--- src/rtl/alu_arb_pkg.sv ---
// Shared definitions for the ALU-sharing arbiter: op code width, flag-related
// op codes and the pipeline tag carried alongside each operation.
package alu_arb_pkg;

    localparam int OP_W = 4;

    // Only this op produces a meaningful zero flag.
    localparam logic [OP_W-1:0] ZERO_OP = 4'd4;

    // Ops at or below this code produce architected flags.
    localparam logic [OP_W-1:0] FLAG_OP_MAX = 4'd5;

    // Requester id width, wide enough for up to 8 requesters.
    localparam int ID_W = 3;

    typedef struct packed {
        logic            valid;
        logic [ID_W-1:0] id;
        logic [OP_W-1:0] op;
    } tag_t;

    // True when an op's flags should be written into the condition flags.
    function automatic logic updates_cc(input logic [OP_W-1:0] op);
        return (op <= FLAG_OP_MAX);
    endfunction

endpackage

--- src/rtl/rr_arbiter.sv ---
// Round-robin selector: grants the first requester at or above the pointer,
// wrapping around to index 0 when nothing at or above the pointer is asking.
module rr_arbiter #(
    parameter int NREQ = 2,
    parameter int PW   = 1
) (
    input  logic [NREQ-1:0] req,
    input  logic [PW-1:0]   ptr,
    output logic [NREQ-1:0] grant
);

    // First pass covers ptr..NREQ-1, second pass wraps over 0..ptr-1.
    always_comb begin
        logic found;
        grant = '0;
        found = 1'b0;
        for (int i = 0; i < NREQ; i++) begin
            if (!found && req[i] && (PW'(i) >= ptr)) begin
                grant[i] = 1'b1;
                found    = 1'b1;
            end
        end
        for (int i = 0; i < NREQ; i++) begin
            if (!found && req[i]) begin
                grant[i] = 1'b1;
                found    = 1'b1;
            end
        end
    end

endmodule

--- src/rtl/alu_share_arbiter.sv ---
// Shares one external combinational ALU among NREQ requesters. A round-robin
// grant loads the winner's op into a stage-1 register feeding the ALU; stage 2
// captures the ALU result and pulses the response back to the owner.
module alu_share_arbiter
    import alu_arb_pkg::*;
#(
    parameter int N    = 4,
    parameter int NREQ = 2
) (
    input  logic                 clk,
    input  logic                 rst_n,
    input  logic [NREQ-1:0]      req_valid,
    output logic [NREQ-1:0]      req_ready,
    input  logic [NREQ*OP_W-1:0] req_op,
    input  logic [NREQ*N-1:0]    req_a,
    input  logic [NREQ*N-1:0]    req_b,
    output logic [OP_W-1:0]      alu_select,
    output logic [N-1:0]         alu_a,
    output logic [N-1:0]         alu_b,
    input  logic [N-1:0]         alu_result,
    input  logic [1:0]           alu_flags,
    output logic [NREQ-1:0]      rsp_valid,
    output logic [N-1:0]         rsp_result,
    output logic [1:0]           rsp_flags,
    output logic [NREQ*2-1:0]    cc_flags
);

    localparam int PW = (NREQ > 1) ? $clog2(NREQ) : 1;

    logic [PW-1:0]   ptr;
    logic [NREQ-1:0] grant;
    logic [PW-1:0]   gnt_id;
    logic [OP_W-1:0] gnt_op;
    logic [N-1:0]    gnt_a;
    logic [N-1:0]    gnt_b;
    logic            gnt_any;
    tag_t            s1_tag;
    logic            s2_valid;
    logic [ID_W-1:0] s2_id;

    rr_arbiter #(
        .NREQ (NREQ),
        .PW   (PW)
    ) u_rr (
        .req   (req_valid),
        .ptr   (ptr),
        .grant (grant)
    );

    // Nothing is acknowledged while reset is held, since the pipeline would drop it.
    assign req_ready = rst_n ? grant : '0;
    assign gnt_any   = |req_ready;

    // Encode the one-hot grant into an index and steer the winner's op and operands.
    always_comb begin
        gnt_id = '0;
        gnt_op = '0;
        gnt_a  = '0;
        gnt_b  = '0;
        for (int i = 0; i < NREQ; i++) begin
            if (grant[i]) begin
                gnt_id = PW'(i);
                gnt_op = req_op[i*OP_W +: OP_W];
                gnt_a  = req_a[i*N +: N];
                gnt_b  = req_b[i*N +: N];
            end
        end
    end

    // Pointer moves just past the last winner, wrapping to 0; holds when idle.
    always_ff @(posedge clk or negedge rst_n) begin
        if (!rst_n) begin
            ptr <= '0;
        end else if (gnt_any) begin
            if (gnt_id == PW'(NREQ - 1)) ptr <= '0;
            else                         ptr <= gnt_id + 1'b1;
        end
    end

    // Stage 1: latch the granted op into the ALU drive registers and tag it.
    always_ff @(posedge clk or negedge rst_n) begin
        if (!rst_n) begin
            s1_tag     <= '0;
            alu_select <= '0;
            alu_a      <= '0;
            alu_b      <= '0;
        end else if (gnt_any) begin
            s1_tag.valid <= 1'b1;
            s1_tag.id    <= ID_W'(gnt_id);
            s1_tag.op    <= gnt_op;
            alu_select   <= gnt_op;
            alu_a        <= gnt_a;
            alu_b        <= gnt_b;
        end else begin
            s1_tag.valid <= 1'b0;
        end
    end

    // Stage 2: capture the ALU result and flags for the requester that owns them.
    always_ff @(posedge clk or negedge rst_n) begin
        if (!rst_n) begin
            s2_valid   <= 1'b0;
            s2_id      <= '0;
            rsp_result <= '0;
            rsp_flags  <= '0;
        end else if (s1_tag.valid) begin
            s2_valid   <= 1'b1;
            s2_id      <= s1_tag.id;
            rsp_result <= alu_result;
            rsp_flags  <= alu_flags;
        end else begin
            s2_valid   <= 1'b0;
        end
    end

    // Condition flags update on the same edge the response appears, flag-producing ops only.
    always_ff @(posedge clk or negedge rst_n) begin
        if (!rst_n) begin
            cc_flags <= '0;
        end else if (s1_tag.valid && updates_cc(s1_tag.op)) begin
            for (int i = 0; i < NREQ; i++) begin
                if (s1_tag.id == ID_W'(i)) cc_flags[2*i +: 2] <= alu_flags;
            end
        end
    end

    // Decode the stage-2 owner into a one-cycle response pulse.
    always_comb begin
        rsp_valid = '0;
        for (int i = 0; i < NREQ; i++) begin
            if (s2_valid && (s2_id == ID_W'(i))) rsp_valid[i] = 1'b1;
        end
    end

endmodule

--- config.mk ---
export PLATFORM = sky130hd
export DESIGN_NAME = alu_share_arbiter
export DESIGN_NICKNAME = d
export VERILOG_FILES = /design/src/rtl/alu_arb_pkg.sv /design/src/rtl/rr_arbiter.sv /design/src/rtl/alu_share_arbiter.sv
export SDC_FILE = /design/constraint.sdc
export NUM_CORES = 1
export LEC_CHECK = 0
export CAP_MARGIN = 30
export CORE_MARGIN = 4
export CORE_UTILIZATION = 34
export DETAILED_ROUTE_END_ITERATION = 6
export PLACE_DENSITY = 0.68
export SYNTH_ARGS = -nofsm -noshare
export SYNTH_HDL_FRONTEND = slang
export SYNTH_HIERARCHICAL = 1
export SYNTH_SLANG_ARGS = --single-unit
--- constraint.sdc ---
create_clock -name clk -period 1.76 [get_ports clk]
set_input_delay 0.176 -clock clk [delete_from_list [all_inputs] [get_ports clk]]
set_output_delay 0.176 -clock clk [all_outputs]
set_load 0.05 [all_outputs]
==> results of run 1 <==
## sequential cells by signal, indices dropped and copies added (netlist names)
register	flops
alu_b	4
cc_flags	4
alu_a	4
rsp_result	4
s2_valid	1
rsp_flags	2
s1_tag	6
ptr	1
s2_id	1
## report_power, final
group	leakage, nW	switching, W	total [W]	internal [W]
Clock	0.0255	0.000182	0.000340	0.000158
Sequential	0.315	0.000133	0.000917	0.000783
Combinational	0.447	0.000771	0.00124	0.000473
Total	0.787	0.00109	0.00250	0.00141
## layout make-up
cell class                      instances  area [sq um]  share of cell area (%)
Sequential cell                        27           676                    34.4
Timing Repair Buffer                   66           648                    33.0
Multi-Input combinational cell         69           509                    26.0
Tap cell                               48          60.1                    3.06
Clock buffer                            3          41.3                    2.10
Inverter                                6          22.5                    1.15
Clock inverter                          1          5.00                   0.255
## cell families (layout without fill, tap and decap cells)
group / Yosys count / in the layout / share of synthesized area (%)
AND/OR/NAND/NOR: 16 / 16 / 8.31
multiplexers: 11 / 11 / 9.68
AO/OA/AOI/OAI: 42 / 42 / 21.8
buffers and inverters: 18 / 76 / 7.43
flip-flops: 27 / 27 / 52.8
## cells in the final DEF, fill, tap and decap left out, types with 2 or more instances in the layout
cell type         n
clkdlybuf4s50_1  51
dfrtp_1          27
o22ai_1          13
a21oi_1          12
o21ai_0          12
nand3b_1         11
mux2_2           11
buf_4            11
inv_1             5
nand2_1           3
clkbuf_8          3
a2111oi_4         2
buf_12            2
a21boi_1          2
## synth_stat cells
library cell	number
a2111oi_4	2
a21boi_0	1
a21boi_1	1
a21oi_1	12
and2_1	1
buf_2	4
buf_4	4
buf_6	1
clkbuf_1	3
dfrtp_1	27
inv_1	5
inv_2	1
mux2_2	11
nand2_1	3
nand3b_1	11
nor2b_1	1
o21a_1	1
o21ai_0	12
o22ai_1	13
## through the flow
step / hold WS, ns / utilization (%) / power (W)
2_1_floorplan: -0.120 / - / 0.00175
3_3_place_gp: 0.195 / 52.1 / 0.00217
3_5_place_dp: 0.201 / 52.1 / 0.00219
4_1_cts: 0.441 / 53.6 / 0.00254
5_1_grt: 0.484 / 53.6 / 0.00265
6_report: 0.440 / 53.6 / 0.00250
## repair_timing
item	4_1_cts	5_1_grt
hold endpoints to repair	27	0
hold buffers	1	0
buffers inserted	0	0
## metal layers
layer	vias up	part of all wire (%)	wire length, um	GRT usage, %
li1	523	-	-	-
met3	2	4.1	125	1.45
met5	-	0	0	0
met2	28	52	1570	21.9
met1	511	43	1300	17.7
met4	0	1.1	34	5.21
## path summary, 6_finish.rpt
| path | endpoint | slack [ns] | depth (start not counted) |
|---|---|---|---|
| min in group clk | s1_tag[0] | 0.50 | 3 |
| hold reg to reg | rsp_result[1] | 0.51 | 1 |
| hold / removal | ptr | 0.44 | 3 |
| max in group asynchronous | s1_tag[2] | 1.06 | 3 |
| setup / recovery | alu_a[1] | 0.12 | 1 |
| setup reg to reg | cc_flags[2] | 0.37 | 2 |
==> metrics, run 1 <==
status=finished, final reports clean; Clock Path Buffers=2; startpoint class of the critical path=register; final worst slack=0.117 ns; Netlist Area Pre-Place=1280 sq um; crit-path cells=clkdlybuf4s50_1; CTS tree=done; Tightest Pin Transition=0.510 ns; placed cells=215; clock root cell=clkbuf_8; Slew headroom=65.9%; Non-Filler Instances=220; Worst Setup End Kind=primary output; Detailed Routing Iterations Pass 1=5; antenna-violating nets left=0; Mapped Cells=114; DR vias=1064; top post-synthesis cells by area=dfrtp_1, mux2_2, nand3b_1; slowest cell on the critical path=clkdlybuf4s50_1; clock-pin transition on the worst setup and hold timing paths=0.09 ns; area growth from synthesis to layout=53.3%; required time worst endpoint=1.58 ns; post-DR vias/cell=4.84; Yosys top cell area share=52.8%; die area=4810 sq um; Critical Path Fanout Max=3; GRT Util Overall=13.2%; sequential fraction of the synthesis area=52.8%; Lkg Pwr=0.787 nW; Syn Area/Cell=11.2 sq um; initial antenna violation count=0; final hold viol count=0; FF-to-FF Start=s1_tag[2]; max-cap viol count=0; Initial Util=35.0%; vias in the first global route=1090; Synthesis Warnings=6; final setup fails=0; Final TNS setup=0 ns; largest net degree at the start of global routing=31; post-route cell area=1960 sq um; HP Class=input pin to async pin; Clock Skews=0.00176 ns; post_cts resized=0; CP delay by family, top=buffers and inverters; share of layout cells above drive strength 1=18.6%; CP bufs+invs=1; min cycle time layout=1.64 ns; worst skew pair latency=0.26 ns; Die Span Y=69.4 um; grt total ovfl=0; Mapped Nets=148; delay of the slowest critical-path stage=0.82 ns; FMAX=609 MHz; core area=3660 sq um; Synth cell types=19; pwr/cell area=1270 nW/um^2; GPL Wtd Cong=0.758; Cell Rows=22; worst slack, placed=0.164 ns; Slew Limit Fails=0; Buffers on Ports=59; register bit total from synthesis=27; worst vdd ir=476 uV; Residual DRC=0; fill cell count=312; WL final=3040 um; I/O pins=60; hpwl dp=2370 um; Area after DPL=1910 sq um; Die Wd=69.4 um; CTS H-tree lvls=1; Net count, final=207; first-pass GRT wire length=5310 um; first-iteration detailed-routing DRC count=42; WP data arrival=1.47 ns; antenna cell count=0; clock sink count=27; RSZ-0062 raised after global routing=false; CP Launch Point=alu_a[1]; final worst path period share=93.3%; critical setup path kind=register to primary output; Avg WL per Cell=13.8 um; total CTS buffers=3; area leader, netlist=dfrtp_1
(Power assumes the default switching activity.)
==> inputs of run 2 (changes only) <==
--- a/config.mk
+++ b/config.mk
@@ -6,10 +6,12 @@
 export NUM_CORES = 1
 export LEC_CHECK = 0
 export CAP_MARGIN = 30
+export CORE_ASPECT_RATIO = 1.1
 export CORE_MARGIN = 4
 export CORE_UTILIZATION = 34
 export DETAILED_ROUTE_END_ITERATION = 6
 export PLACE_DENSITY = 0.68
+export SLEW_MARGIN = 0
 export SYNTH_ARGS = -nofsm -noshare
 export SYNTH_HDL_FRONTEND = slang
 export SYNTH_HIERARCHICAL = 1
==> metrics, run 2 (synthesized netlist as in run 1, its figures left out) <==
status=finished, final reports clean; share of layout cells above drive strength 1=18.1% (-0.48 points); Final TNS setup=0 ns (unchanged); worst vdd ir=779 uV (+63%); placed cells=216 (+0.47%); Area after DPL=1910 sq um (+0.39%); Avg WL per Cell=15.0 um (+8.4%); initial antenna violation count=0 (unchanged); vias in the first global route=1253 (+15%); WL final=3310 um (+8.9%); required time worst endpoint=1.58 ns (about the same); clock-pin transition on the worst setup and hold timing paths=0.09 ns (about the same); Non-Filler Instances=221 (+0.45%); core area=3630 sq um (-0.96%); CP endpoint=alu_b[0]; Net count, final=206 (-0.48%); pwr/cell area=1280 nW/um^2 (+0.45%); max-cap viol count=0 (unchanged); antenna-violating nets left=0 (unchanged); final worst path period share=93.9% (+0.58 points); FMAX=605 MHz (-0.61%); combined area of the multi-input logic cells=509 sq um (unchanged); CP delay by family, top=buffers and inverters; slowest cell on the critical path=clkdlybuf4s50_1; WP data arrival=1.48 ns (about the same); CP bufs+invs=1 (unchanged); Die Span Y=72.4 um (+4.3%); first-pass GRT wire length=5470 um (+3.0%); Worst Setup End Kind=primary output; FF+latch area=676 sq um (unchanged); clock root cell=clkbuf_8; Cell Rows=23 (+4.5%); Biggest register=s1_tag; GPL Wtd Cong=0.713 (-6.0%); max reg flops=6 (unchanged); setup bufs post-CTS=0 (unchanged); Clock Skews=0.00419 ns (+0.00243 ns); CTS H-tree lvls=1 (unchanged); most frequent cells in the layout=clkdlybuf4s50_1, dfrtp_1, o22ai_1; RSZ-0062 raised after global routing=false; commonest non-fill, non-tap cell in the layout=clkdlybuf4s50_1; Buffers on Ports=59 (unchanged); clock sink count=27 (unchanged); hpwl dp=2530 um (+6.7%); antenna cell count=0 (unchanged); die area=4810 sq um (about the same); Crit path depth=1 (unchanged); Detailed Routing Iterations Pass 1=4 (-1); post-DR vias/cell=4.97 (+2.7%); CP Launch Point=alu_b[0]; grt total ovfl=0 (unchanged); I/O pins=60 (unchanged); total CTS buffers=3 (unchanged); Residual DRC=0 (unchanged); worst skew pair latency=0.27 ns (about the same); RR Endpoint=cc_flags[2]; Reg2Reg Setup Slack=0.39 ns (+0.02 ns); Clock Path Buffers=2 (unchanged); Die Wd=66.5 um (-4.1%); Post-CTS Hold Fix Bufs=1 (unchanged); post-route cell area=1970 sq um (+0.38%); R2R depth=2 (unchanged); Layout Utilization=54.3% (+0.72 points); area growth from synthesis to layout=53.9%; FF-to-FF Start=s1_tag[2]; final setup fails=0 (unchanged); largest net degree at the start of global routing=36 (+16%); crit-path cells=clkdlybuf4s50_1; fill cell count=358 (+15%); Slew Limit Fails=0 (unchanged); HP Class=input pin to async pin; Slew headroom=65.2% (-0.68 points); DR vias=1098 (+3.2%); startpoint class of the critical path=register; Initial Util=35.3% (+0.34 points); post_cts resized=0 (unchanged); delay of the slowest critical-path stage=0.83 ns (about the same); Tightest Pin Transition=0.520 ns (+0.0102 ns); critical setup path kind=register to primary output; min cycle time layout=1.65 ns (+0.0102 ns); CTS tree=done; Critical Path Fanout Max=3 (unchanged); first-iteration detailed-routing DRC count=56 (+33%); final hold viol count=0 (unchanged); GRT Util Overall=14.3% (+1.0 points); Lkg Pwr=0.788 nW (+0.18%)
[run 2: cell types whose count changed in the layout (fill, tap and decap cells not counted), sizes merged]
cell	previous run	this run
buf	14	13
[run 2: how the worst min path moves through the flow]
stage | from | slack (ns) | cells after the start | end
after floorplan | rst_n | -0.12 | 0 | alu_a[0]
after global placement | rst_n | -0.02 | 1 | ptr
after detailed placement | rst_n | -0.02 | 1 | ptr
after CTS | rst_n | 0.27 | 2 | ptr
after global routing | rst_n | 0.29 | 2 | ptr
final | rst_n | 0.30 | 2 | ptr
[run 2: where the power goes]
part	total [W]	switching [W]	internal (W)	leakage, nW
Combinational	0.00126	0.000782	0.000475	0.448
Sequential	0.000923	0.000139	0.000784	0.315
Clock	0.000343	0.000184	0.000158	0.0255
Total	0.00252	0.00111	0.00142	0.788
[run 2: layer usage]
| metal | routed length, um | global-route usage [%] |
|---|---|---|
| met4 | 0 | 2.71 |
| met3 | 390 | 5.88 |
| met1 | 1310 | 16.7 |
| met5 | 0 | 0 |
| met2 | 1600 | 24.6 |
[run 2: area by class of cell]
type                            count  area share [%]
Timing Repair Buffer               65            33.2
Tap cell                           50            3.18
Sequential cell                    27            34.3
Clock inverter                      1           0.254
Multi-Input combinational cell     69            25.9
Clock buffer                        3            2.10
Inverter                            6            1.14
[run 2: per-stage QoR]
step / total power [W] / hold slack, ns / setup slack (ns)
6_report: 0.00252 / 0.302 / 0.107
5_1_grt: 0.00265 / 0.288 / 0.0565
4_1_cts: 0.00255 / 0.266 / 0.0976
3_5_place_dp: 0.00219 / -0.0178 / 0.157
3_3_place_gp: 0.00217 / -0.0163 / 0.227
2_1_floorplan: 0.00175 / -0.120 / 0.238
==> inputs of run 3 (changes only) <==
--- a/config.mk
+++ b/config.mk
@@ -10,7 +10,8 @@
 export CORE_MARGIN = 4
 export CORE_UTILIZATION = 34
 export DETAILED_ROUTE_END_ITERATION = 6
-export PLACE_DENSITY = 0.68
+export MAX_ROUTING_LAYER = met4
+export PLACE_DENSITY = 0.71
 export SLEW_MARGIN = 0
 export SYNTH_ARGS = -nofsm -noshare
 export SYNTH_HDL_FRONTEND = slang
==> constraint.sdc (replaced) <==
create_clock -name clk -period 1.35 [get_ports clk]
set_input_delay 0.135 -clock clk [delete_from_list [all_inputs] [get_ports clk]]
set_output_delay 0.135 -clock clk [all_outputs]
set_load 0.05 [all_outputs]
==> metrics, run 3 (synthesized netlist as in run 1, its figures left out) <==
status=complete, but fails checks; RR Endpoint=cc_flags[2]; Slew headroom=74.9% (+9.7 points); first-pass GRT wire length=6020 um (+10%); GRT Util Overall=16.7% (+2.4 points); grt total ovfl=0 (unchanged); FF-to-FF Start=s1_tag[1]; vias in the first global route=1285 (+2.6%); sequential power share=32.4% (-4.2 points); worst vdd ir=1080 uV (+39%); core area=3630 sq um (unchanged); Residual DRC=0 (unchanged); first-iteration detailed-routing DRC count=75 (+34%); clock sink count=27 (unchanged); Tightest Pin Transition=0.376 ns (-0.144 ns); Detailed Routing Iterations Pass 1=4 (unchanged); most frequent cells in the layout=clkdlybuf4s50_1, buf_12, dfrtp_1; Cell Rows=23 (unchanged); post-DR vias/cell=5.10 (+2.7%); clock network fraction of design power=11.5% (-2.1 points); Reg2Reg Setup Slack=-0.01 ns (-0.40 ns); hold depth=3; FMAX=724 MHz; Biggest register=s1_tag; die area=4810 sq um (unchanged); final worst path period share=102%; CTS H-tree lvls=1 (unchanged); antenna cell count=0 (unchanged); Avg WL per Cell=16.4 um (+9.8%); failing checks=negative setup slack; final setup fails=4 (+4); combined area of the multi-input logic cells=558 sq um (+9.6%); antenna-violating nets left=0 (unchanged); critical setup path kind=register to primary output; min-delay src=rst_n; pwr/cell area=1700 nW/um^2 (+33%); FF+latch area=678 sq um (+0.37%); required time worst endpoint=1.22 ns (-0.36 ns); Non-Filler Instances=230 (+4.1%); WP data arrival=1.25 ns (-0.23 ns); max reg flops=6 (unchanged); WL final=3780 um (+14%); Sw Pwr=0.00161 W (+46%); DR vias=1174 (+6.9%); Buffers on Ports=59 (unchanged); cell internal pwr=0.00237 W (+68%); Worst Setup End Kind=primary output; Clock Path Buffers=2 (unchanged); total power=0.00399 W (+58%); Net count, final=215 (+4.4%); CTS tree=done; fill cell count=314 (-12%); RSZ-0062 raised after global routing=true; Layout Utilization=64.7% (+10 points); largest net degree at the start of global routing=32 (-11%); Die Wd=66.5 um (unchanged); max-cap viol count=0 (unchanged); Area after DPL=2200 sq um (+15%); startpoint class of the critical path=register; Die Span Y=72.4 um (unchanged); commonest non-fill, non-tap cell in the layout=clkdlybuf4s50_1; HP Class=input pin to register; Clock Skews=0.00274 ns (-0.00145 ns); post-route cell area=2340 sq um (+19%); GPL Wtd Cong=0.712 (-0.14%); Worst Hold Endpoint=alu_b[0]; Slew Limit Fails=0 (unchanged); min cycle time layout=1.38 ns; clock-pin transition on the worst setup and hold timing paths=0.09 ns (about the same); Critical Path Fanout Max=3 (unchanged); power share of the combinational group=56.1% (+6.3 points); placed cells=222 (+2.8%); initial antenna violation count=0 (unchanged); area growth from synthesis to layout=83.2%; Lkg Pwr=0.947 nW (+20%); worst skew pair latency=0.27 ns (about the same); final hold viol count=0 (unchanged); R2R depth=2 (unchanged); clock root cell=clkbuf_8; Sw Ratio=40.5% (-3.4 points); share of layout cells above drive strength 1=40.0% (+22 points); total CTS buffers=3 (unchanged); Initial Util=35.3% (unchanged); hpwl dp=2850 um (+13%); I/O pins=60 (unchanged); final worst slack=-0.0311 ns (-0.138 ns)
-- run 3: final cells by class --
cell class	instances	share of cell area, %
multi-input cells	69	23.8
repair buffers	73	41.0
flip-flops and latches	27	28.9
well taps	50	2.67
inverters	6	1.39
repair inverters	1	0.320
clock buffers	4	1.92
-- run 3: worst max path at each step --
stage	endpoint	from	slack (ns)	depth (start not counted)
2_1_floorplan	req_ready[1]	ptr	0.03	5
3_5_place_dp	s1_tag[1]	req_valid[1]	-0.20	6
6_report	req_ready[1]	ptr	-0.03	5
3_3_place_gp	req_ready[1]	req_valid[1]	-0.10	6
5_1_grt	req_ready[1]	ptr	-0.11	5
4_1_cts	req_ready[0]	ptr	-0.07	4
-- run 3: power groups by stage --
stage	logic, W	clock network (W)	registers (W)
final	0.00223	0.000459	0.00129
after global routing	0.00233	0.000511	0.00132
after CTS	0.00220	0.000480	0.00129
after detailed placement	0.00216	0	0.00130
after global placement	0.00212	0	0.00128
after floorplan	0.000538	0	0.00174
-- run 3: timing repair --
item	in CTS	in global routing
pin swaps	4	4
hold buffers	1	0
cloned	0	1
gates resized for setup	8	14
setup endpoints to repair	6	20
hold endpoints to repair	24	0
buffers inserted	3	1
-- run 3: metrics by stage --
stage	setup TNS [ns]	setup WS [ns]	hold slack, ns
6_report	-0.0566	-0.0311	0.239
5_1_grt	-0.812	-0.111	0.262
4_1_cts	-0.127	-0.0664	0.217
3_5_place_dp	-2.51	-0.196	-0.0505
3_3_place_gp	-1.12	-0.100	-0.0539
2_1_floorplan	0	0.0276	-0.161
-- run 3: worst max-delay path, stage by stage (launching register included) --
cell,delay [ns]
dfrtp_1,0.40
inv_1,0.07
a21boi_2,0.17
nand2_2,0.13
inv_4,0.08
buf_12,0.12
-- run 3: per-layer routing --
layer,track usage [%],up-vias,part of all wire (%)
met5,-,-,0
met3,5.26,5,8.6
li1,-,542,-
met1,18.2,568,38
met2,28.9,59,51
met4,4.74,0,1.5
